$ cat config.mk
export PLATFORM = sky130hd
export DESIGN_NAME = trajectory_flat
export DESIGN_NICKNAME = d
export VERILOG_FILES = /design/src/rtl/trajectory_pkg.sv /design/src/rtl/trajectory_if.sv /design/src/rtl/trajectory_tick.sv /design/src/rtl/trajectory.sv /design/src/flat_wrapper.sv
export SDC_FILE = /design/constraint.sdc
export NUM_CORES = 1
export LEC_CHECK = 0
export ABC_AREA = 1
export CORE_AREA = 2 2 119 121
export DETAILED_ROUTE_END_ITERATION = 7
export DIE_AREA = 0 0 121 123
export PLACE_DENSITY = 0.81
export SYNTH_ARGS = -nofsm -noshare
export SYNTH_HDL_FRONTEND = slang
export SYNTH_SLANG_ARGS = --single-unit
$ cat constraint.sdc
create_clock -name clock -period 2.4 [get_ports clock]
set_input_delay 0.48 -clock clock [delete_from_list [all_inputs] [get_ports clock]]
set_output_delay 0.48 -clock clock [all_outputs]
set_load 0.05 [all_outputs]
$ cat src/rtl/trajectory_pkg.sv
// Shared constants and types for the trajectory position generator.
`timescale 1ns/1ps
package trajectory_pkg;

  // Direction encoding carried on the direction input.
  localparam logic DIR_UP   = 1'b1;
  localparam logic DIR_DOWN = 1'b0;

  // Width of the cycle counter and of the threshold (speed divisor).
  localparam int COUNT_W = 64;

  // Default axis width; coordinate is DEFAULT_WIDTH+1 bits wide.
  localparam int DEFAULT_WIDTH = 8;

  typedef logic [COUNT_W-1:0]     count_t;
  // Coordinate vector for the default axis width (0..511).
  typedef logic [DEFAULT_WIDTH:0] coord_t;

endpackage

$ cat src/rtl/trajectory_if.sv
// Control/position bundle between the collision logic (master) and one
// trajectory axis (slave).
`timescale 1ns/1ps
interface trajectory_if
  import trajectory_pkg::*;
#(
  parameter int WIDTH = DEFAULT_WIDTH
) ();

  logic           active;      // 1 = motion enabled, 0 = freeze
  logic           direction;   // DIR_UP increments, DIR_DOWN decrements
  count_t         threshold;   // clock cycles per unit step
  logic [WIDTH:0] coordinate;  // registered position

  modport master (
    output active,
    output direction,
    output threshold,
    input  coordinate
  );

  modport slave (
    input  active,
    input  direction,
    input  threshold,
    output coordinate
  );

endinterface

$ cat src/rtl/trajectory_tick.sv
// Rate divider: counts enabled cycles and raises a one-cycle step pulse
// every `threshold` edges (every edge for threshold 0 or 1).
`timescale 1ns/1ps
module trajectory_tick
  import trajectory_pkg::*;
(
  input  logic   clock,
  input  logic   reset_n,
  input  logic   active,
  input  count_t threshold,
  output logic   step
);

  count_t count_q;
  count_t count_d;
  logic   at_limit;

  // Step when the interval is complete; comparing against the live threshold
  // means a lowered threshold fires at once and a raised one stretches the
  // current interval.
  always_comb begin
    at_limit = (threshold <= count_t'(1)) || (count_q >= (threshold - count_t'(1)));
    step     = active && at_limit;
    count_d  = count_q + count_t'(1);
    if (!active || at_limit) begin
      count_d = '0;
    end
  end

  // Cycle counter, cleared asynchronously by reset.
  always_ff @(posedge clock or negedge reset_n) begin
    if (!reset_n) begin
      count_q <= '0;
    end else begin
      count_q <= count_d;
    end
  end

endmodule

$ cat src/rtl/trajectory.sv
// One axis of the pong ball/paddle position generator. Moves the coordinate
// one unit per step pulse from trajectory_tick. Saturates at 0 and MAX by
// default; define TRAJECTORY_WRAP_EN to wrap modulo 2^(WIDTH+1) instead.
// START must fit in WIDTH+1 bits (upper bits are dropped).
`timescale 1ns/1ps
module trajectory
  import trajectory_pkg::*;
#(
  parameter int          WIDTH = DEFAULT_WIDTH,
  parameter int unsigned START = 0
) (
  input  logic       clock,
  input  logic       reset_n,
  trajectory_if.slave bus
);

  typedef logic [WIDTH:0] coord_w_t;

  localparam coord_w_t COORD_MAX   = '1;
  localparam coord_w_t COORD_START = coord_w_t'(START);

  logic     step;
  coord_w_t coord_q;
  coord_w_t coord_d;

  trajectory_tick u_tick (
    .clock     (clock),
    .reset_n   (reset_n),
    .active    (bus.active),
    .threshold (bus.threshold),
    .step      (step)
  );

  // Next position: one unit in the sampled direction on a step, clamped or
  // wrapped at the ends of the range.
  always_comb begin
    coord_d = coord_q;
    if (step) begin
      if (bus.direction == DIR_UP) begin
`ifdef TRAJECTORY_WRAP_EN
        coord_d = coord_q + coord_w_t'(1);
`else
        if (coord_q != COORD_MAX) begin
          coord_d = coord_q + coord_w_t'(1);
        end
`endif
      end else begin
`ifdef TRAJECTORY_WRAP_EN
        coord_d = coord_q - coord_w_t'(1);
`else
        if (coord_q != '0) begin
          coord_d = coord_q - coord_w_t'(1);
        end
`endif
      end
    end
  end

  // Position register; reset returns to START immediately.
  always_ff @(posedge clock or negedge reset_n) begin
    if (!reset_n) begin
      coord_q <= COORD_START;
    end else begin
      coord_q <= coord_d;
    end
  end

  assign bus.coordinate = coord_q;

endmodule

$ cat src/flat_wrapper.sv
// flat-port wrapper written by rule: the top's interface ports become plain ports
module trajectory_flat import trajectory_pkg::*;
#(
  parameter int          WIDTH = DEFAULT_WIDTH,
  parameter int unsigned START = 0
)
  (clock, reset_n, bus_active, bus_direction, bus_threshold, bus_coordinate);
  trajectory_if #(.WIDTH(WIDTH)) bus_i ();
  input  logic clock;
  input  logic reset_n;
  input wire logic [$bits(bus_i.active)-1:0] bus_active;
  input wire logic [$bits(bus_i.direction)-1:0] bus_direction;
  input wire logic [$bits(bus_i.threshold)-1:0] bus_threshold;
  output wire logic [$bits(bus_i.coordinate)-1:0] bus_coordinate;
  assign bus_i.active = bus_active;
  assign bus_i.direction = bus_direction;
  assign bus_i.threshold = bus_threshold;
  assign bus_coordinate = bus_i.coordinate;
  trajectory #(.WIDTH(WIDTH), .START(START)) u_core (.clock(clock), .reset_n(reset_n), .bus(bus_i));
endmodule
==> impl_metrics.yaml, run 1 <==
logic_synthesis:
  ys_seq_elements: 73
  yosysWarnings: 0
  synthMostInstantiatedCell: "nand2_1"
  ys.flop_type: "dfrtp_1"
  synthCells: 1190
  syn_area_per_cell_um2: 6.77
  synth-async-reset-ratio: 1.00
  synth_top_cell_by_area: "dfrtp_1"
  synth_cell_type_count: 36
  yosysSeqAreaShare: 0.227
  synth_area_leaders: "dfrtp_1, nand2_1, ha_1"
  syn-cell-area_mm2: 0.00806
  synth_edf_count: 0
  syn-num-nets: 1333
  synth.top_cell.area_share: 0.227
  yosys-top-cells-count: "nand2_1, nor2_1, inv_1"
sta:
  worstEndpointType: "register data pin"
  repair-timing-grt-worst-ep: "u_core.bus.coordinate[7]$_DFFE_PN0P_/D"
cts:
  cts_made_buffers: 9
  cts.sinks: 73
  cts-hold-fix-buffers: 0
  cts_root_buf: "clkbuf_16"
  htreeDepth: 3
  clock_path_buffers: 2
outcome:
  lastStage: "global routing (5_1_grt)"
  status: "did not finish"
  firstError: "[ERROR GRT-0232] Routing congestion too high. Check the congestion heatmap in the GUI."
global_route:
  grt_max_degree: 35
  grt_overflow_total: 2
  grtUsageTotal: 0.565
die:
  start_util: 0.592
  die_w_um: 121
  die_height_um: 123
  num_rows: 43
  io_pins: 77
placement:
  numPortBuffers: 76
  hpwl_um: 21000
  gp_congestion: 0.980
==> stage by stage <==
step | std cells | setup WS (ps) | instance area (um^2) | TNS [ps]
floorplan | 1190 | -651 | 8120 | -45750
global placement | 1606 | -1450 | 10300 | -103700
detailed placement | 1606 | -1580 | 10300 | -112180
CTS | 1675 | -812 | 11600 | -54150
==> what timing repair did <==
item	CTS
pin swaps	51
buffers inserted	48
setup endpoints to repair	73
gates resized for setup	259
gates cloned	5
endpoints found under the hold margin	0
==> per-layer routing <==
metal	GRT usage	GRT overflow
met5	0.0139	0
met4	0.542	2
met2	0.825	0
met3	0.317	0
met1	0.562	0
==> cells by family after synthesis <==
kind of cell,count (synthesis),share of synthesized area
buffers and inverters,162,0.0823
AND/OR/NAND/NOR,692,0.394
flip-flops,73,0.227
AO/OA/AOI/OAI,59,0.0396
adder cells (fa/ha/maj),75,0.117
XOR/XNOR,129,0.140
==> inputs of run 2 (changes only) <==
--- a/config.mk
+++ b/config.mk
@@ -6,10 +6,10 @@
 export NUM_CORES = 1
 export LEC_CHECK = 0
 export ABC_AREA = 1
-export CORE_AREA = 2 2 119 121
+export CORE_AREA = 2 2 145 147
 export DETAILED_ROUTE_END_ITERATION = 7
-export DIE_AREA = 0 0 121 123
-export PLACE_DENSITY = 0.81
+export DIE_AREA = 0 0 147 149
+export PLACE_DENSITY_LB_ADDON = 0.15
 export SYNTH_ARGS = -nofsm -noshare
 export SYNTH_HDL_FRONTEND = slang
 export SYNTH_SLANG_ARGS = --single-unit
==> run 2 against run 1 <==
The flow now finishes, with violations (negative setup slack). Synthesized cell count stayed put. Area after synthesis is the same.
==> impl_metrics.yaml, run 2 <==
detailed_routing:
  drtAntennaViolNets: 0
  avgRoutedWirePerCell_um: 16.0
  drt_iter0_drc: 623
  drc: 0
  vias: 8861
  firstDrtPassIters: 6
  wirelength_um: 28500
  via_per_inst: 4.96
final_layout:
  layout_commonest_cell: "nand2_1"
  drive_above_1_share: 0.329
  top_register: "u_core.u_tick.count_q"
  largest_register_ffs: 64
  final_cell_count_no_fill: 1787
  nets: 1650
  final_area_mm2: 0.0121
  layout_common_cells: "nand2_1, buf_4, nor2_1, inv_1, xor2_1"
  synthToLayoutAreaGrowth_pct: 49.6
  num_antenna_cells: 0
logic_synthesis:
  ys_seq_elements: 73
  yosysWarnings: 0
  synth_area_leaders: "dfrtp_1, nand2_1, ha_1"
  synth-simple-area-share: 0.394
  yosysSeqAreaShare: 0.227
  yosys-top-cells-count: "nand2_1, nor2_1, inv_1"
  muxShareOfSynthArea: 0
  synthCells: 1190
  synth_top_cell_by_area: "dfrtp_1"
  syn-cell-area_mm2: 0.00806
  syn-num-nets: 1333
  synthMostInstantiatedCell: "nand2_1"
  synth_top_family_by_area: "simple AND/OR/NAND/NOR gates"
  synth.top_cell.area_share: 0.227
  synthXorXnorAreaFrac: 0.140
  ys.flop_type: "dfrtp_1"
  syn_area_per_cell_um2: 6.77
  synth_cell_type_count: 36
  synth_fa_ha_area_frac: 0.117
  synth_edf_count: 0
  synth-async-reset-ratio: 1.00
  synth_compound_area_frac: 0.0396
die:
  die-area_mm2: 0.0219
  num_rows: 53
  die_w_um: 147
  io_pins: 77
  die_height_um: 149
  start_util: 0.392
  coreArea_mm2: 0.0206
global_route:
  grt_pass1_vias: 8456
  grt_overflow_total: 0
  grtUsageTotal: 0.258
  antenna_found_initial: 0
  grt_pass1_wl_um: 44100
  grt_max_degree: 43
cts:
  cts_made_buffers: 9
  cts_root_buf: "clkbuf_16"
  cts.sinks: 73
  htreeDepth: 3
  cts-hold-fix-buffers: 0
  clock_path_buffers: 2
  clkSlewWorstSetupHoldPaths_ps: 60
  clock_latency_ps: 350
  cts_tree: "yes"
outcome:
  status: "finished, violations left"
  failed_checks: "negative setup slack"
sta:
  slew_viol_final: 0
  fin_ws_ps: -912
  min_period_ps: 3310
  hold_viol_final: 0
  rsz0062_at_grt: "true"
  setup_viol: 73
  tightest_slew_ps: 631
  fin_worst_skew_ps: 8.80
  relSlewSlack: 0.576
  finalCritPeriodShare: 1.38
  fmax_ghz: 0.302
placement:
  place_area_mm2: 0.0106
  gp_congestion: 0.929
  hpwl_um: 22400
  placed_cells: 1721
  numPortBuffers: 76
worst_setup_path:
  ff2ff_setup_slack_ps: 160
  r2r_end: "u_core.u_tick.count_q[63]"
  reg2reg_from: "u_core.u_tick.count_q[18]"
  critical_path_class: "in2reg"
  critPathMaxFanout: 8
  r2r_cells: 7
  cp.arrival_ps: 3540
  start_kind: "input pin"
  required_ps: 2630
  worstSetupEndpointType: "flip-flop"
power_and_ir_drop:
  ir_drop_mv: 0.257
  p_per_area_mw_per_mm2: 298
  p_leak_uw: 0.00561
job:
  cap_violations: 0
hold_path:
  hp-class: "in2async"
==> run 2: cell counts after synthesis <==
Identical to the previous run, type by type.
==> run 2: cell families after synthesis <==
| group | Yosys count |
|---|---|
| flops | 73 |
| buf+inv | 162 |
| simple gates | 692 |
| fa+ha+maj | 75 |
| compound gates | 59 |
| xor+xnor | 129 |
==> run 2: worst max path at each step <==
stage                                  from                         to  slack [ps]  cells past startpoint
after floorplan            bus_threshold[1]  u_core.u_tick.count_q[51]        -650                     23
after global placement     bus_threshold[0]  u_core.u_tick.count_q[56]       -1460                     24
after detailed placement   bus_threshold[0]  u_core.u_tick.count_q[52]       -1530                     24
after CTS                  bus_threshold[0]   u_core.u_tick.count_q[8]        -790                     26
after global routing      bus_threshold[20]  u_core.u_tick.count_q[33]       -1080                     24
final                     bus_threshold[59]  u_core.u_tick.count_q[33]        -910                     18
==> run 2: per-stage QoR <==
step,util,power (uW),hold slack [ps],TNS [ps],worst slack (ps)
floorplan,-,1710,184,-45750,-651
global placement,0.516,2160,518,-105530,-1460
detailed placement,0.516,2170,515,-109710,-1530
CTS,0.564,3550,143,-56340,-790
global route,0.587,3750,174,-76040,-1080
finish,0.587,3590,125,-62910,-912
==> run 2: where the power goes <==
group          total [uW]  internal, uW  leakage (uW)  switching [uW]
sequential           1290          1250       0.00101            35.3
clock                1300           709      0.000137             596
combinational        1000           476       0.00446             523
==> run 2: critical path: stages <==
cell and delay (ps):
clkdlybuf4s50_1 420, or2_2 350, buf_4 140, nor3_1 210, nand3_2 120, xor2_1 160, ha_1 290, nand2_1 80
nor2_2 130, nand2_2 100, nor3_4 180, nand3_2 130, nor2_4 150, nand2_4 80, nand3_4 140, buf_12 160
clkbuf_16 160, nor2_1 40
==> run 2: metal layers <==
layer / vias up / global-route usage / share of wire
li1: 4456 / - / -
met4: 0 / 0.0784 / 0.030
met5: - / 0 / 0
met2: 253 / 0.442 / 0.49
met3: 55 / 0.0373 / 0.052
met1: 4097 / 0.338 / 0.43
==> run 2: layout make-up <==
| type | instances | area (um^2) |
|---|---|---|
| clock buffers | 9 | 225 |
| fillers | 1953 | 8500 |
| multi-input cells | 956 | 6340 |
| flip-flops and latches | 73 | 1830 |
| clock inverters | 7 | 52.6 |
| repair buffers | 312 | 2680 |
| well taps | 275 | 344 |
| inverters | 155 | 592 |
==> run 2: what timing repair did <==
item,in CTS,in global routing
pin swaps,68,59
gates resized for setup,255,98
gates cloned,5,3
endpoints found under the setup margin,73,73
setup buffers,31,12
Note: power is estimated with default switching activity, not from simulation.
==> inputs of run 3 (changes only) <==
--- a/config.mk
+++ b/config.mk
@@ -5,11 +5,11 @@
 export SDC_FILE = /design/constraint.sdc
 export NUM_CORES = 1
 export LEC_CHECK = 0
-export ABC_AREA = 1
-export CORE_AREA = 2 2 145 147
+export CORE_AREA = 2 2 132 134
 export DETAILED_ROUTE_END_ITERATION = 7
-export DIE_AREA = 0 0 147 149
+export DIE_AREA = 0 0 134 136
 export PLACE_DENSITY_LB_ADDON = 0.15
+export SKIP_LAST_GASP = 1
 export SYNTH_ARGS = -nofsm -noshare
 export SYNTH_HDL_FRONTEND = slang
 export SYNTH_SLANG_ARGS = --single-unit
==> run 3 against run 2 <==
The flow still finishes with violations (negative setup slack). Flip-flop and latch count is the same. Die area fell by 17%. Sequential power hardly changed. Maximum frequency fell by 23%. Clock-buffer cell count stayed put. Utilization increased by 4.6 points.
==> impl_metrics.yaml, run 3 <==
outcome:
  status: "finished, violations left"
  failed_checks: "negative setup slack"
cts:
  clkSlewWorstSetupHoldPaths_ps: 60
  cts-hold-fix-buffers: 0
  cts_made_buffers: 9
  clock_latency_ps: 350
  cts_tree: "yes"
  clock_path_buffers: 2
  htreeDepth: 3
  cts_root_buf: "clkbuf_16"
  cts.sinks: 73
detailed_routing:
  vias: 6965
  met3_length_um: 918
  wirelength_um: 21700
  top_layer_used: "met4"
  drc: 0
  drt_iter0_drc: 293
  avgRoutedWirePerCell_um: 16.5
  drt-met1-wl_um: 9150
  via_per_inst: 5.28
  firstDrtPassIters: 5
  met2WireLength_um: 10800
  drtAntennaViolNets: 0
power_and_ir_drop:
  p_leak_uw: 0.00467
  seq_power_share: 0.327
  power_uw: 3880
  p_int_uw: 2820
  pwr-share-clk: 0.444
  p_per_area_mw_per_mm2: 363
  switchingPower_uw: 1050
  combPwrFrac: 0.230
  p_sw_frac: 0.272
  ir_drop_mv: 0.394
final_layout:
  num_antenna_cells: 0
  drive_above_1_share: 0.371
  nets: 1232
  layout_commonest_cell: "buf_4"
  fillers: 1415
  synthToLayoutAreaGrowth_pct: 62.9
  postLayoutCoreUtil: 0.633
  top_register: "u_core.u_tick.count_q"
  layout_common_cells: "buf_4, ha_1, dfrtp_1, xnor2_1"
  largest_register_ffs: 64
sta:
  min_period_ps: 4320
  relSlewSlack: 0.536
  tightest_slew_ps: 688
  fin_ws_ps: -1920
  rsz0062_at_grt: "true"
  setup_viol: 73
  slew_viol_final: 0
  fin_worst_skew_ps: 9.08
  fmax_ghz: 0.231
  finalCritPeriodShare: 1.80
  hold_viol_final: 0
worst_setup_path:
  reg2reg_from: "u_core.u_tick.count_q[25]"
  worstSetupEndpointType: "flip-flop"
  critical_path_class: "in2reg"
  critPathMaxFanout: 8
  r2r_cells: 11
  setup.worst_path.start: "bus_threshold[18]"
  ff2ff_setup_slack_ps: -610
  r2r_end: "u_core.u_tick.count_q[27]"
  cp.arrival_ps: 4600
  start_kind: "input pin"
  cp-endpoint: "u_core.u_tick.count_q[27]"
  required_ps: 2680
job:
  cap_violations: 0
die:
  coreArea_mm2: 0.0169
  num_rows: 48
  start_util: 0.388
  die-area_mm2: 0.0182
  io_pins: 77
  die_w_um: 134
  die_height_um: 136
logic_synthesis:
  ys_seq_elements: 73
  syn-num-nets: 900
  yosysSeqAreaShare: 0.279
  ys.flop_type: "dfrtp_1"
  synth_cell_type_count: 58
  synth_edf_count: 0
  synthCells: 757
  synth_top_cell_by_area: "dfrtp_1"
  syn-cell-area_mm2: 0.00656
  synthMostInstantiatedCell: "nor2_1"
  synth.top_cell.area_share: 0.279
  syn_area_per_cell_um2: 8.66
  yosysWarnings: 0
  synth-async-reset-ratio: 1.00
  synth_area_leaders: "dfrtp_1, ha_1, xnor2_1"
  yosys-top-cells-count: "nor2_1, ha_1, dfrtp_1"
placement:
  numPortBuffers: 76
  pre_cts_slack_ps: -2680
  hpwl_um: 16100
  gp_congestion: 0.915
global_route:
  grt_pass1_wl_um: 33100
  grt_pass1_vias: 6861
  antenna_found_initial: 0
  grt_overflow_total: 0
  grtUsageTotal: 0.228
  grt_max_degree: 60
hold_path:
  hp-class: "in2async"
run 3: cell types whose count changed in the layout (fill, tap and decap cells not counted), sizes merged, moves of 15 or more:
cell           change
clkdlybuf4s50     +19
dlygate4sd2       -15
a21oi             -15
nor2             -130
nand2            -196
xnor2             +32
inv              -139
xor2              -34
nand3             -19
run 3: cell families (layout without fill, tap and decap cells):
kind of cell             count (synthesis)  in the layout  share of synthesized area
buffers and inverters                   26            363                     0.0160
AND/OR/NAND/NOR                        374            374                      0.295
adder cells (fa/ha/maj)                 75             75                      0.144
multiplexers                             7              7                     0.0160
flip-flops                              73             73                      0.279
XOR/XNOR                               127            127                      0.170
AO/OA/AOI/OAI                           75             75                     0.0800
run 3: worst min-delay path by stage:
stage	start	end	slack, ps	depth (start not counted)
2_1_floorplan	reset_n	u_core.bus.coordinate[0]	180	0
3_3_place_gp	reset_n	u_core.u_tick.count_q[30]	430	1
3_5_place_dp	reset_n	u_core.u_tick.count_q[30]	440	1
4_1_cts	reset_n	u_core.u_tick.count_q[30]	70	1
5_1_grt	reset_n	u_core.u_tick.count_q[31]	80	1
6_report	reset_n	u_core.u_tick.count_q[30]	60	1
run 3: worst max-delay path: stages:
cell	delay [ps]
buf_8	100
or3_4	380
nand4b_1	200
or2_1	250
or3_4	400
buf_6	140
nor2_4	80
xnor2_1	80
ha_1	310
a21oi_1	120
o21ai_1	80
a221o_1	360
a2111o_1	430
a221oi_4	410
buf_4	190
nand4_4	110
buf_12	190
clkbuf_16	190
nor2_2	110
run 3: power by group through the flow:
| stage | clock network (uW) | registers (uW) | logic [uW] |
|---|---|---|---|
| 3_5_place_dp | 0 | 1290 | 797 |
| 3_3_place_gp | 0 | 1290 | 774 |
| 2_1_floorplan | 0 | 1340 | 271 |
| 4_1_cts | 1740 | 1270 | 803 |
| 6_report | 1720 | 1270 | 891 |
| 5_1_grt | 1790 | 1270 | 960 |
run 3: stage by stage:
stage               cells  TNS, ps  hold WS, ps  instance area, um^2
finish               1319  -135780         63.1                10700
global route         1319  -147750         80.5                10700
CTS                  1306  -135210         67.6                 9930
detailed placement   1264  -184730          441                 9290
global placement     1264  -177290          432                 9290
floorplan             757  -131340          184                 6630
run 3: layer usage:
| metal | up-vias | global-route usage |
|---|---|---|
| li1 | 3386 | - |
| met1 | 3346 | 0.280 |
| met2 | 180 | 0.403 |
| met3 | 53 | 0.0302 |
| met4 | 0 | 0.0975 |
| met5 | - | 0 |
run 3: area by class of cell:
type | instances | area, um^2 | area share
multi-input combinational | 658 | 5300 | 0.496
timing repair buffer | 330 | 2840 | 0.266
sequential | 73 | 1830 | 0.171
tap | 225 | 282 | 0.0264
clock buffer | 9 | 225 | 0.0211
clock inverter | 7 | 143 | 0.0134
inverter | 17 | 63.8 | 0.00597
run 3: timing repair:
item,4_1_cts,5_1_grt
endpoints found under the hold margin,0,0
gates resized for setup,95,153
buffers inserted,26,9
endpoints found under the setup margin,73,73
pin swaps,53,90
gates cloned,0,7
==> inputs of run 4 (changes only) <==
--- a/config.mk
+++ b/config.mk
@@ -10,6 +10,7 @@
 export DIE_AREA = 0 0 134 136
 export PLACE_DENSITY_LB_ADDON = 0.15
 export SKIP_LAST_GASP = 1
+export SLEW_MARGIN = 10
 export SYNTH_ARGS = -nofsm -noshare
 export SYNTH_HDL_FRONTEND = slang
 export SYNTH_SLANG_ARGS = --single-unit
==> results of run 4 <==
Final layout, timing and power as in run 3 (identical DEF).
